$ cat config.mk
export PLATFORM = sky130hd
export DESIGN_NAME = bram_rd_addr_gen
export DESIGN_NICKNAME = d
export VERILOG_FILES = /design/src/rtl/bram_rd_addr_gen_pkg.sv /design/src/rtl/bram_lat_pipe.sv /design/src/rtl/bram_rd_addr_gen.sv
export SDC_FILE = /design/constraint.sdc
export NUM_CORES = 1
export LEC_CHECK = 0
export CAP_MARGIN = 10
export CORE_MARGIN = 1.5
export CORE_UTILIZATION = 57
export CTS_CLUSTER_DIAMETER = 30
export DETAILED_ROUTE_END_ITERATION = 10
export GPL_ROUTABILITY_DRIVEN = 1
export GPL_TIMING_DRIVEN = 0
export PLACE_DENSITY = 0.86
export SLEW_MARGIN = 10
export SYNTH_ARGS = -nofsm -noshare
export SYNTH_HDL_FRONTEND = slang
export SYNTH_SLANG_ARGS = --single-unit
$ cat constraint.sdc
create_clock -name CLK -period 7.3 [get_ports CLK]
set_input_delay 2.19 -clock CLK [delete_from_list [all_inputs] [get_ports CLK]]
set_output_delay 2.19 -clock CLK [all_outputs]
set_load 0.01 [all_outputs]
$ cat src/rtl/bram_rd_addr_gen_pkg.sv
// ============================================================================
// Module   : bram_rd_addr_gen_pkg
// Purpose  : Shared defaults and state encoding for the BRAM port-B read
//            address generator and its helpers.
// Contents : DEF_ADDR_W, DEF_READ_LAT, state_t (ST_IDLE / ST_RUN)
// Revision : 1.0 - initial release
// ============================================================================
`default_nettype none

package bram_rd_addr_gen_pkg;

    localparam int DEF_ADDR_W   = 9;
    localparam int DEF_READ_LAT = 1;

    typedef enum logic [0:0] {
        ST_IDLE = 1'b0,
        ST_RUN  = 1'b1
    } state_t;

endpackage

`default_nettype wire

$ cat src/rtl/bram_lat_pipe.sv
// ============================================================================
// Module   : bram_lat_pipe
// Purpose  : DEPTH-stage 1-bit shift register used to align a strobe with
//            the BRAM read latency (also used on the write side).
// Ports    : CLK   - clock, rising edge
//            rst_n - asynchronous active-low reset
//            din   - strobe in
//            dout  - strobe delayed by DEPTH cycles
// Revision : 1.0 - initial release
// ============================================================================
`default_nettype none

module bram_lat_pipe #(
    parameter int DEPTH = 1
) (
    input  logic CLK,
    input  logic rst_n,
    input  logic din,
    output logic dout
);

    logic [DEPTH-1:0] r_sr;

    generate
        if (DEPTH == 1) begin : g_single
            always_ff @(posedge CLK or negedge rst_n) begin
                if (!rst_n) r_sr <= '0;
                else        r_sr <= din;
            end
        end else begin : g_multi
            always_ff @(posedge CLK or negedge rst_n) begin
                if (!rst_n) r_sr <= '0;
                else        r_sr <= {r_sr[DEPTH-2:0], din};
            end
        end
    endgenerate

    assign dout = r_sr[DEPTH-1];

endmodule

`default_nettype wire

$ cat src/rtl/bram_rd_addr_gen.sv
// ============================================================================
// Module   : bram_rd_addr_gen
// Purpose  : BRAM port-B read address generator with programmable window
//            (base, length, stride), one-shot / continuous-wrap modes,
//            start/abort/done handshake and a latency-aligned data-valid.
// Ports    : CLK, rst_n                 - clock / async active-low reset
//            cfg_base/len/stride/wrap   - window config, sampled on start
//            start, abort               - single-cycle requests
//            adv                        - consumer accepts current address
//            ADDR_B, addr_vld           - BRAM address and its valid
//            rd_data_vld                - BRAM data valid (READ_LAT later)
//            busy, done, wrap_p         - status / one-cycle pulses
//            beat_cnt                   - beats accepted in current pass
// Revision : 1.0 - initial release
// ============================================================================
`default_nettype none

module bram_rd_addr_gen
    import bram_rd_addr_gen_pkg::*;
#(
    parameter int ADDR_W   = DEF_ADDR_W,
    parameter int READ_LAT = DEF_READ_LAT
) (
    input  logic              CLK,
    input  logic              rst_n,
    input  logic [ADDR_W-1:0] cfg_base,
    input  logic [ADDR_W:0]   cfg_len,
    input  logic [ADDR_W-1:0] cfg_stride,
    input  logic              cfg_wrap,
    input  logic              start,
    input  logic              abort,
    input  logic              adv,
    output logic [ADDR_W-1:0] ADDR_B,
    output logic              addr_vld,
    output logic              rd_data_vld,
    output logic              busy,
    output logic              done,
    output logic              wrap_p,
    output logic [ADDR_W:0]   beat_cnt
);

    localparam logic [ADDR_W:0] C_ONE = {{ADDR_W{1'b0}}, 1'b1};

    state_t            r_state, w_state_nxt;
    logic [ADDR_W-1:0] r_addr,  w_addr_nxt;
    logic [ADDR_W:0]   r_cnt,   w_cnt_nxt;
    logic              r_done,  w_done_nxt;
    logic              r_wrap_p, w_wrap_p_nxt;
    logic              w_load;

    // Shadow copy of the window, frozen for the whole run
    logic [ADDR_W-1:0] r_base;
    logic [ADDR_W:0]   r_len;
    logic [ADDR_W-1:0] r_stride;
    logic              r_wrap;

    logic w_accept;
    logic w_last;

    assign w_accept = (r_state == ST_RUN) && adv;
    assign w_last   = (r_cnt == (r_len - C_ONE));

    always_ff @(posedge CLK or negedge rst_n) begin
        if (!rst_n) begin
            r_state  <= ST_IDLE;
            r_addr   <= '0;
            r_cnt    <= '0;
            r_done   <= 1'b0;
            r_wrap_p <= 1'b0;
            r_base   <= '0;
            r_len    <= '0;
            r_stride <= '0;
            r_wrap   <= 1'b0;
        end else begin
            r_state  <= w_state_nxt;
            r_addr   <= w_addr_nxt;
            r_cnt    <= w_cnt_nxt;
            r_done   <= w_done_nxt;
            r_wrap_p <= w_wrap_p_nxt;
            if (w_load) begin
                r_base   <= cfg_base;
                r_len    <= cfg_len;
                r_stride <= cfg_stride;
                r_wrap   <= cfg_wrap;
            end
        end
    end

    always_comb begin
        w_state_nxt  = r_state;
        w_addr_nxt   = r_addr;
        w_cnt_nxt    = r_cnt;
        w_done_nxt   = 1'b0;
        w_wrap_p_nxt = 1'b0;
        w_load       = 1'b0;

        // abort outranks everything, including a coincident start;
        // the address is deliberately left where it stopped
        if (abort) begin
            w_state_nxt = ST_IDLE;
            w_cnt_nxt   = '0;
        end else begin
            unique case (r_state)
                ST_IDLE: begin
                    if (start) begin
                        if (cfg_len != '0) begin
                            w_load      = 1'b1;
                            w_addr_nxt  = cfg_base;
                            w_cnt_nxt   = '0;
                            w_state_nxt = ST_RUN;
                        end else begin
                            // empty window: report completion without issuing
                            w_done_nxt = 1'b1;
                        end
                    end
                end
                ST_RUN: begin
                    if (adv) begin
                        if (w_last) begin
                            if (r_wrap) begin
                                w_addr_nxt   = r_base;
                                w_cnt_nxt    = '0;
                                w_wrap_p_nxt = 1'b1;
                            end else begin
                                w_state_nxt = ST_IDLE;
                                w_cnt_nxt   = r_cnt + C_ONE;
                                w_done_nxt  = 1'b1;
                            end
                        end else begin
                            // same-width add truncates modulo BRAM depth
                            w_addr_nxt = r_addr + r_stride;
                            w_cnt_nxt  = r_cnt + C_ONE;
                        end
                    end
                end
                default: w_state_nxt = ST_IDLE;
            endcase
        end
    end

    // Not flushed by abort or pass end: beats already issued still return data
    bram_lat_pipe #(
        .DEPTH (READ_LAT)
    ) u_lat_pipe (
        .CLK   (CLK),
        .rst_n (rst_n),
        .din   (w_accept),
        .dout  (rd_data_vld)
    );

    assign ADDR_B   = r_addr;
    assign busy     = (r_state == ST_RUN);
    assign addr_vld = (r_state == ST_RUN);
    assign done     = r_done;
    assign wrap_p   = r_wrap_p;
    assign beat_cnt = r_cnt;

endmodule

`default_nettype wire
==> impl_results.md, run 1 <==
* Status: finished, final reports clean
* Logic pwr share at 0.415
* Internal Power at 0.679 mW
* Diode count at 0
* Sw Pwr at about 0.35 mW
* Vias in the first global route at 2723
* # IOs at 58
* Leak pwr at ~1.6 nW
* Share of cells above drive strength 1 at 0.145
* Main synth FF type: dfrtp_1
* Measured slew at the worst slew-check pin at 1050 ps
* Clk pwr share at 0.214
* Syn Nets at 366
* Distinct cell type count after synthesis at 59
* CTS max path bufs at 2
* Post-layout nets at 431
* Top cell type's share of synthesized area at 0.402
* TritonCTS clock tree: yes
* Antenna violations before repair at 0
* Pins Over Slew Limit at 0
* Post-synth EDFFs at 0
* CTS root buf: clkbuf_8
* Sw Share at 0.343
* Max rail drop VDD at 0.000168 V
* Crit path kind: in2reg
* CTS sink cnt at between 50 and 60
* Initial core utilization at 0.588
* Clock transition time at the flip-flop clock pins of the worst setup and hold paths at 100 ps
* Iteration count of the initial detailed-routing pass at 5
* DPL Wire Length at 5840 um
* Cells after DPL at 451
* Post-CTS Setup Inserts at 0
* Crit. End Element: register
* Reg power frac at 0.370
* Synth Cell Area at 3240 um2
* IO buf count at 57
* Final Cycle Share at 0.687
* Final hold violation count at 0
* Core Rows at 27
* Routed WL at 7890 um
* Most instantiated cells after synthesis: 52 x dfrtp_1, 31 x mux2_2, 23 x nand2_1
* Final Critical Period at ~5000 ps
* First-pass GRT wire length at around 13000 um
* Sequential cell area at approximately 1300 um2
* Asr flop ratio synth at 1.00
* Fmax at 0.199 GHz
* Register area share after synthesis at 0.402
* Via-to-Cell Ratio at 6.13
* Worst min-delay path class: reg2reg
* Area growth syn-to-layout at 24.8%
* Remaining Overflow, GRT at 0
* Post-CTS Resized at 0
* Final setup TNS at 0 ps
* Worst EP required at 7500 ps
* RSZ-0062 raised after global routing: no
* #FFs+latches synth at 52
* Non-filler cells, final at 459
* Number of max-cap violations at 0
* Dominant cell by count in the synthesized netlist: dfrtp_1
* Pwr Total at slightly above 1 mW
* Die width at between 70 and 80 um
* Worst-Skew Late Latency at 310 ps
* Synth Area per Inst at 10.1 um2
* # setup viols final at 0
* Deepest level of the CTS H-tree at 2
* Startpoint types: input port
* Starting DRT DRC Count at 175
* Crit-path max FO at 7
* Yosys warnings at 0
* Post-route DRC at 0
* Largest net degree at the start of global routing at 33
* Total Routing Usage GR at 0.275
* Fin util at 0.733
* Via count at 2812
* RePlAce Congestion at 0.877
* Clock Skew at roughly 9.7 ps
* Mapped Cells at between 300 and 400
* Die ar. at around 6100 um2
* Pwr dens at 256 nW/um2
* Multi-input combinational cell area at between 1500 and 2000 um2
* Core area at 5510 um2
* Hold-fix buffers, CTS at 0
* Post-DRT Antenna Nets at 0
* CTS buffer count at 5
* Arrival @ worst endpoint at approximately 5200 ps
* Synth top area cells: dfrtp_1 40%, mux2_2 11%, ha_1 3.9%, xnor2_1 3.2%, xor2_1 3.0%
* WL per Instance at 17.2 um
* Layout fillers at about 400
* Slew HR at 0.293
* Cell accounting for the most synthesized area: dfrtp_1
* Die Ht at 78.3 um
final cells by class:
class                      count  share of cell area
multi-input combinational    241               0.450
sequential                    52               0.322
timing repair buffer          58               0.145
clock buffer                   7              0.0239
tap                           72              0.0223
buffer                        16              0.0180
inverter                      12              0.0112
clock inverter                 1             0.00744
power by group through the flow:
stage          Sequential (mW)  Clock, mW  Combinational (mW)
6_report                 0.383      0.222               0.429
5_1_grt                  0.390      0.235               0.470
4_1_cts                  0.382      0.220               0.424
2_1_floorplan            0.385          0               0.288
3_3_place_gp             0.385          0               0.406
3_5_place_dp             0.387          0               0.421
state kept, by name, summed over array words and instances, names as in the netlist:
signal	flops
u_lat_pipe.dout	1
addr_vld	1
ADDR_B	9
r_len	10
beat_cnt	10
wrap_p	1
r_base	9
r_stride	9
r_wrap	1
done	1
through the flow:
step	setup WS (ps)	instance area (um2)	hold slack, ps
finish	2280	4040	522
global route	2050	4040	537
CTS	2380	4040	519
detailed placement	2080	3910	496
global placement	2150	3900	484
floorplan	3100	3240	472
final timing paths:
path | cells after the start | slack, ps | end | from
worst max-delay path | 7 | 2280 | ADDR_B[4] | cfg_len[5]
worst min-delay path | 1 | 520 | r_base[5] | r_base[5]
worst max register to register | 8 | 4100 | ADDR_B[4] | r_len[0]
worst min register to register | 1 | 520 | r_base[5] | r_base[5]
max in group asynchronous | 2 | 4930 | r_wrap | rst_n
min in group asynchronous | 1 | 1830 | ADDR_B[7] | rst_n
metal layers:
layer	share of wire	GRT usage	wire, um	up-vias
met5	0	0	0	-
met4	0.021	0.0875	163	0
met3	0.059	0.0465	465	22
met2	0.48	0.454	3800	117
met1	0.44	0.372	3460	1364
li1	-	-	-	1309
cell usage in the layout (no fill, tap or decap), types with 4 or more instances in the layout:
cell and count:
nor3_1 6, mux2i_1 5, o21ai_0 13, nand4_1 6, mux2_2 31, inv_1 12, clkbuf_8 7, nor4_1 4
xnor2_1 12, dfrtp_1 52, clkdlybuf4s50_1 56, ha_1 10, nand3_1 13, nor2b_1 6, a21oi_1 4, nand2_1 23
and3_1 4, a31oi_1 9, xor2_1 11, nand2b_1 5, clkbuf_1 13, or4_1 5, nor2_1 22
kinds of logic (layout without fill, tap and decap cells):
family | Yosys count | in the layout | share of synthesized area
fa+ha+maj | 11 | 11 | 0.0449
mux | 36 | 36 | 0.123
buf+inv | 28 | 94 | 0.0363
compound gates | 59 | 59 | 0.142
xor+xnor | 23 | 23 | 0.0623
simple gates | 112 | 112 | 0.189
flops | 52 | 52 | 0.402
worst max-delay path, cell delays in order:
cell and delay (ps):
clkdlybuf4s50_1 420, or4_1 530, nor4_1 710, nor3b_1 260
a2111oi_4 580, a211oi_4 210, mux2_2 330
No activity file was read; power rests on OpenSTA's default activity.
==> run 2: changes to the inputs <==
Settings changed: CORE_UTILIZATION 57 to 48, PLACE_DENSITY 0.86 to 0.77.
Clock period 7.3 ns to 4.16 ns, I/O delays scaled along.
==> impl_results.md, run 2 (same netlist as run 1, synthesis figures left out) <==
* Post-DRT Antenna Nets at 0 (unchanged)
* Status: complete, but fails checks
* Final setup TNS at 0 ps (unchanged)
* Post-DP Area at 3920 um2 (+0.16%)
* Clk pwr share at 0.250 (+0.036)
* Clock transition time at the flip-flop clock pins of the worst setup and hold paths at 100 ps (about the same)
* Cell family with most CP delay: simple AND/OR/NAND/NOR gates
* CTS sink cnt at 52 (unchanged)
* TritonCTS clock tree: yes
* Core area at 6420 um2 (+17%)
* Post-layout nets at 431 (unchanged)
* First-pass GRT wire length at 12900 um (-1.8%)
* Worst-Skew Late Latency at 310 ps (about the same)
* Slew HR at 0.480 (+0.187)
* Reg power frac at 0.355 (-0.015)
* Via count at 2723 (-3.2%)
* Largest net degree at the start of global routing at 29 (-12%)
* Arrival @ worst endpoint at 4130 ps (-1090 ps)
* Share of cells above drive strength 1 at 0.147 (+0.00258)
* Failing checks: DRC
* Crit path kind: in2reg
* CTS buffer count at 5 (unchanged)
* Max rail drop VDD at 0.000318 V (+90%)
* CTS max path bufs at 2 (unchanged)
* Commonest non-fill, non-tap cells in the layout: 56 x clkdlybuf4s50_1, 52 x dfrtp_1, 31 x mux2_2, 23 x nand2_1, 22 x nor2_1
* Post-route DRC at 4 (+4)
* Sw Share at 0.326 (-0.0174)
* Total Routing Usage GR at 0.226 (-0.0498)
* Final hold violation count at 0 (unchanged)
* Antenna violations before repair at 0 (unchanged)
* Die Ht at 85.1 um (+8.6%)
* Startpoint types: input port
* Worst path bufs/invs at 1 (unchanged)
* Worst min-delay path class: reg2reg
* Number of max-cap violations at 0 (unchanged)
* Iteration count of the initial detailed-routing pass at 7 (+2)
* Deepest level of the CTS H-tree at 2 (unchanged)
* Via-to-Cell Ratio at 5.87 (-4.2%)
* Layout Cell Area excl Fill at 4080 um2 (+1.1%)
* Starting DRT DRC Count at 113 (-35%)
* Worst path cell trace: clkdlybuf4s50_1 > or4_1 > nor4_1 > nor3b_1 > a2111oi_4 > a211oi_4 > mux2_2
* Measured slew at the worst slew-check pin at 778 ps (-274 ps)
* Worst path slowest cell: a2111oi_4
* Worst EP required at 4360 ps (-3140 ps)
* # setup viols final at 0 (unchanged)
* Core Rows at 29 (+7.4%)
* Hold Path Stages at 1 (unchanged)
* Pre-CTS setup slack at -165 ps (-2250 ps)
* Area growth syn-to-layout at 26.1%
* Internal Power at 1.28 mW (+89%)
* Final Cycle Share at 0.944
* Final Critical Period at roughly 3900 ps
* Pins Over Slew Limit at 0 (unchanged)
* Pwr dens at 465 nW/um2 (+82%)
* Clock Skew at 9.34 ps (-0.314 ps)
* CP max stage delay at 570 ps (-140 ps)
* Hold-fix buffers, CTS at 0 (unchanged)
* Leak pwr at 1.61 nW (+0.95%)
* RSZ-0062 raised after global routing: no
* Crit path depth at 7 (unchanged)
* Die ar. at 7240 um2 (+18%)
* Commonest non-fill, non-tap cell in the layout: clkdlybuf4s50_1
* RePlAce Congestion at 0.861 (-1.9%)
* Post-route setup slack at 233 ps (-2050 ps)
* Crit-path max FO at 7 (unchanged)
* R2R depth at 8 (unchanged)
* Final hold slack at 507 ps (-15.1 ps)
* Remaining Overflow, GRT at 0 (unchanged)
* CTS root buf: clkbuf_8
* Logic pwr share at 0.396 (-0.019)
* WL per Instance at 16.9 um (-1.8%)
* IO buf count at 57 (unchanged)
* Post-CTS Setup Inserts at 0 (unchanged)
* # IOs at 58 (unchanged)
* Die width at 85.1 um (+8.6%)
* Sw Pwr at 0.618 mW (+74%)
* Routed WL at 7830 um (-0.71%)
* Crit. End Element: register
* Fmax at 0.255 GHz
* Initial core utilization at 0.504 (-0.0838)
* Diode count at 0 (unchanged)
* Vias in the first global route at 2641 (-3.0%)
* DPL Wire Length at 5950 um (+2.0%)
[run 2: cell count changes in the layout (fill, tap and decap cells not counted)]
cell	delta
clkbuf_8	-2
nor3_1	-1
nor3_2	+1
bufinv_16	+2
[run 2: area by class of cell]
type / instances / area (um2)
plain buffers: 16 / 72.6
well taps: 77 / 96.3
repair buffers: 58 / 586
inverters: 12 / 45.0
fillers: 599 / 2340
multi-input cells: 241 / 1820
clock inverters: 3 / 90.1
flip-flops and latches: 52 / 1300
clock buffers: 5 / 68.8
[run 2: final timing paths]
check	start	endpoint	slack, ps
worst max-delay path	cfg_len[4]	ADDR_B[2]	230
worst min-delay path	r_base[1]	r_base[1]	510
worst max register to register	r_len[0]	ADDR_B[2]	1050
worst min register to register	r_base[1]	r_base[1]	510
max in group asynchronous	rst_n	ADDR_B[2]	2650
min in group asynchronous	rst_n	beat_cnt[2]	940
[run 2: routing by layer]
layer,up-vias,GRT usage,share of wire
li1,1311,-,-
met1,1334,0.297,0.44
met2,67,0.380,0.50
met3,11,0.0399,0.048
met4,0,0.0686,0.015
met5,-,0,0
[run 2: worst reg2reg max path: stages (launching register included)]
cell and delay (ps):
dfrtp_1 440, inv_1 100, ha_1 250, or4b_4 530, xor2_1 160, a32oi_1 410
a2111oi_4 190, a211oi_4 530, mux2_2 400
[run 2: what timing repair did]
item                                    in CTS  in global routing
endpoints found under the hold margin        0                  0
endpoints found under the setup margin       0                  3
resized for setup                            0                  1
[run 2: power by group through the flow]
stage | Clock, mW | Sequential [mW] | Combinational, mW
after floorplan | 0 | 0.675 | 0.505
after global placement | 0 | 0.678 | 0.724
after detailed placement | 0 | 0.683 | 0.746
after CTS | 0.486 | 0.674 | 0.751
after global routing | 0.502 | 0.687 | 0.828
final | 0.474 | 0.673 | 0.751
[run 2: per-stage QoR]
stage,total power [mW],std cells,util
floorplan,1.18,321,-
global placement,1.40,455,0.608
detailed placement,1.43,456,0.610
CTS,1.91,464,0.635
global route,2.02,464,0.635
finish,1.90,464,0.635
==> run 3: changes to the inputs <==
Settings changed: CORE_MARGIN 1.5 to unset.
==> impl_results.md, run 3 (same netlist as run 1, synthesis figures left out) <==
* Critical path launch point: cfg_len[4]
* Share of cells above drive strength 1 at 0.147 (unchanged)
* Area growth syn-to-layout at 24.7%
* Total Routing Usage GR at 0.232 (+0.00652)
* Reg power frac at 0.379 (+0.024)
* Post-route setup slack at 313 ps (+79.5 ps)
* Logic pwr share at 0.422 (+0.026)
* Slew HR at 0.536 (+0.0557)
* Starting DRT DRC Count at 182 (+61%)
* Post-route DRC at 6 (+2)
* Sw Pwr at 0.620 mW (+0.31%)
* Startpoint types: input port
* GRT met2 Usage at 0.392 (+0.0117)
* Remaining Overflow, GRT at 0 (unchanged)
* Worst EP required at 4360 ps (about the same)
* Core area at 6420 um2 (unchanged)
* DPL Wire Length at 5840 um (-1.9%)
* Post-layout nets at 431 (unchanged)
* Hold-fix buffers, CTS at 0 (unchanged)
* CTS buffer count at 5 (unchanged)
* Status: complete, but fails checks
* R2R depth at 8 (unchanged)
* Final hold violation count at 0 (unchanged)
* Pwr dens at 440 nW/um2 (-5.3%)
* Antenna violations before repair at 0 (unchanged)
* Commonest non-fill, non-tap cell in the layout: clkdlybuf4s50_1
* Final Cycle Share at 0.925 (-0.0191)
* Crit-path max FO at 7 (unchanged)
* Number of max-cap violations at 0 (unchanged)
* Fin util at 0.628 (-0.00740)
* GRT busiest layer: met2
* WL per Instance at 16.6 um (-1.6%)
* Final hold slack at 506 ps (-0.646 ps)
* Crit. End Element: register
* CTS max path bufs at 2 (unchanged)
* First-pass GRT wire length at 13000 um (+1.1%)
* Internal Power at 1.16 mW (-9.6%)
* Via-to-Cell Ratio at 5.83 (-0.70%)
* Worst path bufs/invs at 1 (unchanged)
* IO buf count at 57 (unchanged)
* Die ar. at 7070 um2 (-2.3%)
* Arrival @ worst endpoint at 4050 ps (-80 ps)
* Failing checks: DRC
* R2R Path Start: r_len[0]
* Commonest non-fill, non-tap cells in the layout: 56 x clkdlybuf4s50_1, 52 x dfrtp_1, 31 x mux2_2, 23 x nand2_1, 22 x nor2_1
* Via count at 2704 (-0.70%)
* Fmax at 0.260 GHz (+2.1%)
* Crit Reg-Reg Endpoint: ADDR_B[2]
* Diode count at 0 (unchanged)
* Post-DRT Antenna Nets at 0 (unchanged)
* RePlAce Congestion at 0.870 (+1.1%)
* Vias in the first global route at 2680 (+1.5%)
* Max rail drop VDD at 0.000290 V (-9.0%)
* Cells after DPL at 456 (unchanged)
* Die Ht at 84.1 um (-1.2%)
* # IOs at 58 (unchanged)
* Worst min-delay path class: reg2reg
* # setup viols final at 0 (unchanged)
* Deepest level of the CTS H-tree at 2 (unchanged)
* Final Critical Period at 3850 ps (-79.5 ps)
* RSZ-0062 raised after global routing: no
* Worst path cell trace: clkdlybuf4s50_1 > or4_1 > nor4_1 > nor3b_1 > a2111oi_4 > a211oi_4 > mux2_2
* CTS sink cnt at 52 (unchanged)
* Global Route met3 Usage at 0.0336 (-0.00625)
* Worst path slowest cell: nor4_1
* Initial core utilization at 0.504 (unchanged)
* Core Rows at 29 (unchanged)
* Clock Skew at 9.88 ps (+0.533 ps)
* CP max stage delay at 550 ps (-20 ps)
* TritonCTS clock tree: yes
* Iteration count of the initial detailed-routing pass at 7 (unchanged)
* Measured slew at the worst slew-check pin at 695 ps (-83.1 ps)
* Leak pwr at 1.59 nW (-1.5%)
* Crit path depth at 7 (unchanged)
* Sw Share at 0.349 (+0.0233)
* Non-filler cells, final at 464 (unchanged)
* Clock transition time at the flip-flop clock pins of the worst setup and hold paths at 100 ps (about the same)
* Largest net degree at the start of global routing at 34 (+17%)
* Worst-Skew Late Latency at 310 ps (about the same)
* Die width at 84.1 um (-1.2%)
* Reg-to-reg slack, setup at 1030 ps (-20 ps)
* CTS root buf: clkbuf_8
* Routing usage on met1 at 0.311 (+0.0139)
* Clk pwr share at 0.199 (-0.051)
* Pre-CTS setup slack at -121 ps (+43.9 ps)
* Crit path kind: in2reg
* Cell family with most CP delay: simple AND/OR/NAND/NOR gates
* Critical Path End: ADDR_B[2]
* Routed WL at 7710 um (-1.6%)
* Pins Over Slew Limit at 0 (unchanged)
* Layout fillers at 570 (-4.8%)
run 3: cell count changes in the layout (fill, tap and decap cells not counted), sizes merged:
cell	before	now
bufinv	3	1
clkinvlp	0	1
clkinv	0	1
run 3: area by class of cell:
| class | count | area, um2 | share of cell area |
|---|---|---|---|
| buffer | 16 | 72.6 | 0.0180 |
| sequential | 52 | 1300 | 0.323 |
| clock inverter | 3 | 42.5 | 0.0105 |
| inverter | 12 | 45.0 | 0.0112 |
| timing repair buffer | 58 | 586 | 0.145 |
| tap | 77 | 96.3 | 0.0239 |
| multi-input combinational | 241 | 1820 | 0.452 |
| clock buffer | 5 | 68.8 | 0.0171 |
run 3: timing repair:
action / CTS / global route
endpoints found under the setup margin: 0 / 6
hold endpoints to repair: 0 / 0
buffers inserted: 0 / 0
resized for setup: 0 / 1
run 3: power by group through the flow:
stage                     clock, mW  combinational (mW)  sequential (mW)
final                         0.353               0.751            0.673
after global routing          0.383               0.821            0.685
after CTS                     0.364               0.747            0.671
after detailed placement          0               0.742            0.681
after global placement            0               0.723            0.677
after floorplan                   0               0.505            0.675
run 3: worst min path at each step:
stage / start / endpoint / slack [ps] / cells after the start
6_report: r_base[7] / r_base[7] / 510 / 1
5_1_grt: r_base[7] / r_base[7] / 530 / 1
4_1_cts: r_base[1] / r_base[1] / 510 / 1
3_5_place_dp: r_base[1] / r_base[1] / 490 / 1
3_3_place_gp: r_base[1] / r_base[1] / 480 / 1
2_1_floorplan: r_base[1] / r_base[1] / 470 / 1
run 3: per-layer routing:
layer	vias to the layer above	share of wire
li1	1302	-
met1	1324	0.45
met2	66	0.49
met3	12	0.036
met4	0	0.020
met5	-	0
run 3: metrics by stage:
| step | TNS, ps | area [um2] | total power [mW] |
|---|---|---|---|
| detailed placement | -611 | 3920 | 1.42 |
| CTS | 0 | 4030 | 1.78 |
| global route | 0 | 4030 | 1.89 |
| finish | 0 | 4030 | 1.78 |
| global placement | -582 | 3900 | 1.40 |
| floorplan | 0 | 3240 | 1.18 |
==> RTL change: new RTL, config.mk and constraints of run 1 <==
`DEF_ADDR_W`: 9 -> 10.
--- a/src/rtl/bram_rd_addr_gen_pkg.sv
+++ b/src/rtl/bram_rd_addr_gen_pkg.sv
@@ -9,7 +9,7 @@
 
 package bram_rd_addr_gen_pkg;
 
-    localparam int DEF_ADDR_W   = 9;
+    localparam int DEF_ADDR_W   = 10;
     localparam int DEF_READ_LAT = 1;
 
     typedef enum logic [0:0] {
Interface: changed (5 resized); port bits go from 58 to 63. The function was not compared with the original's and may differ.
==> RTL change against run 1 <==
Sequential power grew 8.6%; area after synthesis grew 2.8%; sequential cell count increased by 5; critical path depth is the same; final area up 4.9%; wire length grew 6.9%; setup slack gained 0.49 ns; power grew 4.9%; register-to-register slack improved by 0.26 ns; count of clock-buffer cells in the layout increased by 7; non-clock buffer count is 4 higher; core utilization grew 2.6 points.
==> RTL change: results (changes against run 1) <==
Run status
  – Result of the run: completed

Clock tree
  – TritonCTS Buffers: 9 (+4)
  – Clk Latency, worst-skew pair: 0.34 ns (+0.03 ns)
  – CTS H-tree depth: 3 (+1)
  – Register clock-pin slew on the reported worst setup and hold paths: 0.06 ns (-0.04 ns)
  – Longest Clk Path Bufs: 2 (unchanged)

Setup path
  – Critical path's slowest cell: nor2_1
  – Peak fanout along the critical path: 10 (+3)
  – Crit-path leading delay family: buffers and inverters
  – Worst Path Arrival: 4.75 ns (-0.47 ns)
  – Maximum single-stage delay on the critical path: 0.67 ns (-0.04 ns)

Routing
  – Violation count after the first detailed-route iteration: 263 (+50%)
  – Per-cell routed wire length: 17.8 µm (+3.3%)
  – Post-detailed-routing wire length: 8.43 mm (+6.9%)
  – Via Count: 2888 (+2.7%)

Global routing
  – Total Routing Usage GR: 29.0% (+1.5 points)
  – Initial antenna violation count: 0 (unchanged)
  – Wire length of the first global-routing pass: 13.8 mm (+5.4%)
  – Number of global-route vias before repair: 2903 (+6.6%)
  – Maximum number of pins on one net before global-route repair: 34 (+3.0%)

Power and ir drop
  – Leak pwr: 1.72 nW (+7.8%)
  – Worst VDD drop: 0.000198 V (+18%)

STA
  – Worst-margin pin slew: 0.839 ns (-0.213 ns)
  – Max Clock Skew: 0.00774 ns (-0.00192 ns)

Placed design
  – Count of input and output buffers: 61 (+7.0%)
  – Detail Placement HPWL: 6.19 mm (+6.0%)
  – # placed instances: 459 (+1.8%)

Final layout
  – Number of filler cells placed in the layout: 381 (-5.0%)
  – Share of layout cells above drive strength 1: 13.9% (-0.57 points)
  – Nets@finish: 447 (+3.7%)

Yosys
  – Part of the Yosys area used for sequential elements: 42.9% (+2.7 points)
  – Main area contributors after synthesis: dfrtp_1 (43%), mux2_2 (9.5%), xnor2_1 (6.6%)
  – Post-synthesis instance total: 325 (+1.2%)
  – Yosys cell types: 49 (-17%)
  – Top cells by count, synth: dfrtp_1 (57), mux2_2 (28), nor2_1 (26)
## RTL change: cell types whose count changed after synthesis, sizes merged, moves of 4 or more
cell and change:
nor2 +4, or4 -5, a21o +6, dfrtp +5
a21oi +4, xnor2 +13, nand4 +5, and4 +4
nand2 -6, nor3 +5, a2111oi -5, a31oi -8
xor2 -7, o31ai +8
## RTL change: power breakdown
| group | internal, mW | switching, mW |
|---|---|---|
| Combinational | 0.195 | 0.185 |
| Sequential | 0.367 | 0.0488 |
| Clock | 0.159 | 0.128 |
| Total | 0.721 | 0.363 |
## RTL change: cells by family (layout without fill, tap and decap cells)
group	count (synthesis)	in the layout	synth area share, %
compound gates	61	61	14.0
xor+xnor	29	29	7.64
mux	30	30	10.1
flops	57	57	42.9
simple gates	108	108	16.9
fa+ha+maj	12	12	4.74
buf+inv	28	106	3.80
## RTL change: final cells by class
cell class / count / share of cell area (%)
multi-input combinational: 240 / 41.9
buffer: 16 / 1.92
clock inverter: 2 / 0.236
clock buffer: 14 / 4.31
inverter: 12 / 1.06
timing repair buffer: 62 / 14.8
sequential: 57 / 33.7
tap: 72 / 2.13
## RTL change: path summary, 6_finish.rpt
kind | from | endpoint | slack, ns | cells past startpoint
max | cfg_len[2] | r_len[7]$_DFFE_PN0P_ | 2.78 | 7
min | r_base[6]$_DFFE_PN0P_ | r_base[6]$_DFFE_PN0P_ | 0.51 | 1
max reg2reg | r_len[0]$_DFFE_PN0P_ | ADDR_B[8]$_DFFE_PN0P_ | 4.36 | 11
min reg2reg | r_base[6]$_DFFE_PN0P_ | r_base[6]$_DFFE_PN0P_ | 0.51 | 1
max in group asynchronous | rst_n | r_base[9]$_DFFE_PN0P_ | 4.88 | 2
min in group asynchronous | rst_n | r_len[2]$_DFFE_PN0P_ | 1.84 | 1
## RTL change: worst register-to-register path: stages, from the launching register on
cell     delay (ns)
dfrtp_1        0.43
inv_1          0.10
ha_1           0.25
nor3b_1        0.26
xnor2_1        0.11
nor3_1         0.31
nand4_1        0.36
o41ai_2        0.49
buf_6          0.20
buf_6          0.16
nand2_1        0.07
o31ai_1        0.08
## RTL change: metal layers
layer / track usage (%) / wire length (µm) / vias up / part of all wire, %
met5: 0 / 0 / - / 0
met4: 13.0 / 163 / 0 / 1.9
met3: 4.57 / 497 / 18 / 5.9
met2: 46.5 / 4030 / 116 / 48
met1: 38.9 / 3740 / 1413 / 44
li1: - / - / 1341 / -
## RTL change: stage by stage
step           worst slack [ns]  area [µm²]  hold WS [ns]  total power, mW
2_1_floorplan              3.55        3330         0.473            0.663
3_3_place_gp               2.33        4030         0.484            0.774
3_5_place_dp               2.46        4040         0.494            0.792
4_1_cts                    2.81        4230         0.511             1.08
5_1_grt                    2.69        4230         0.526             1.14
6_report                   2.78        4230         0.509             1.08
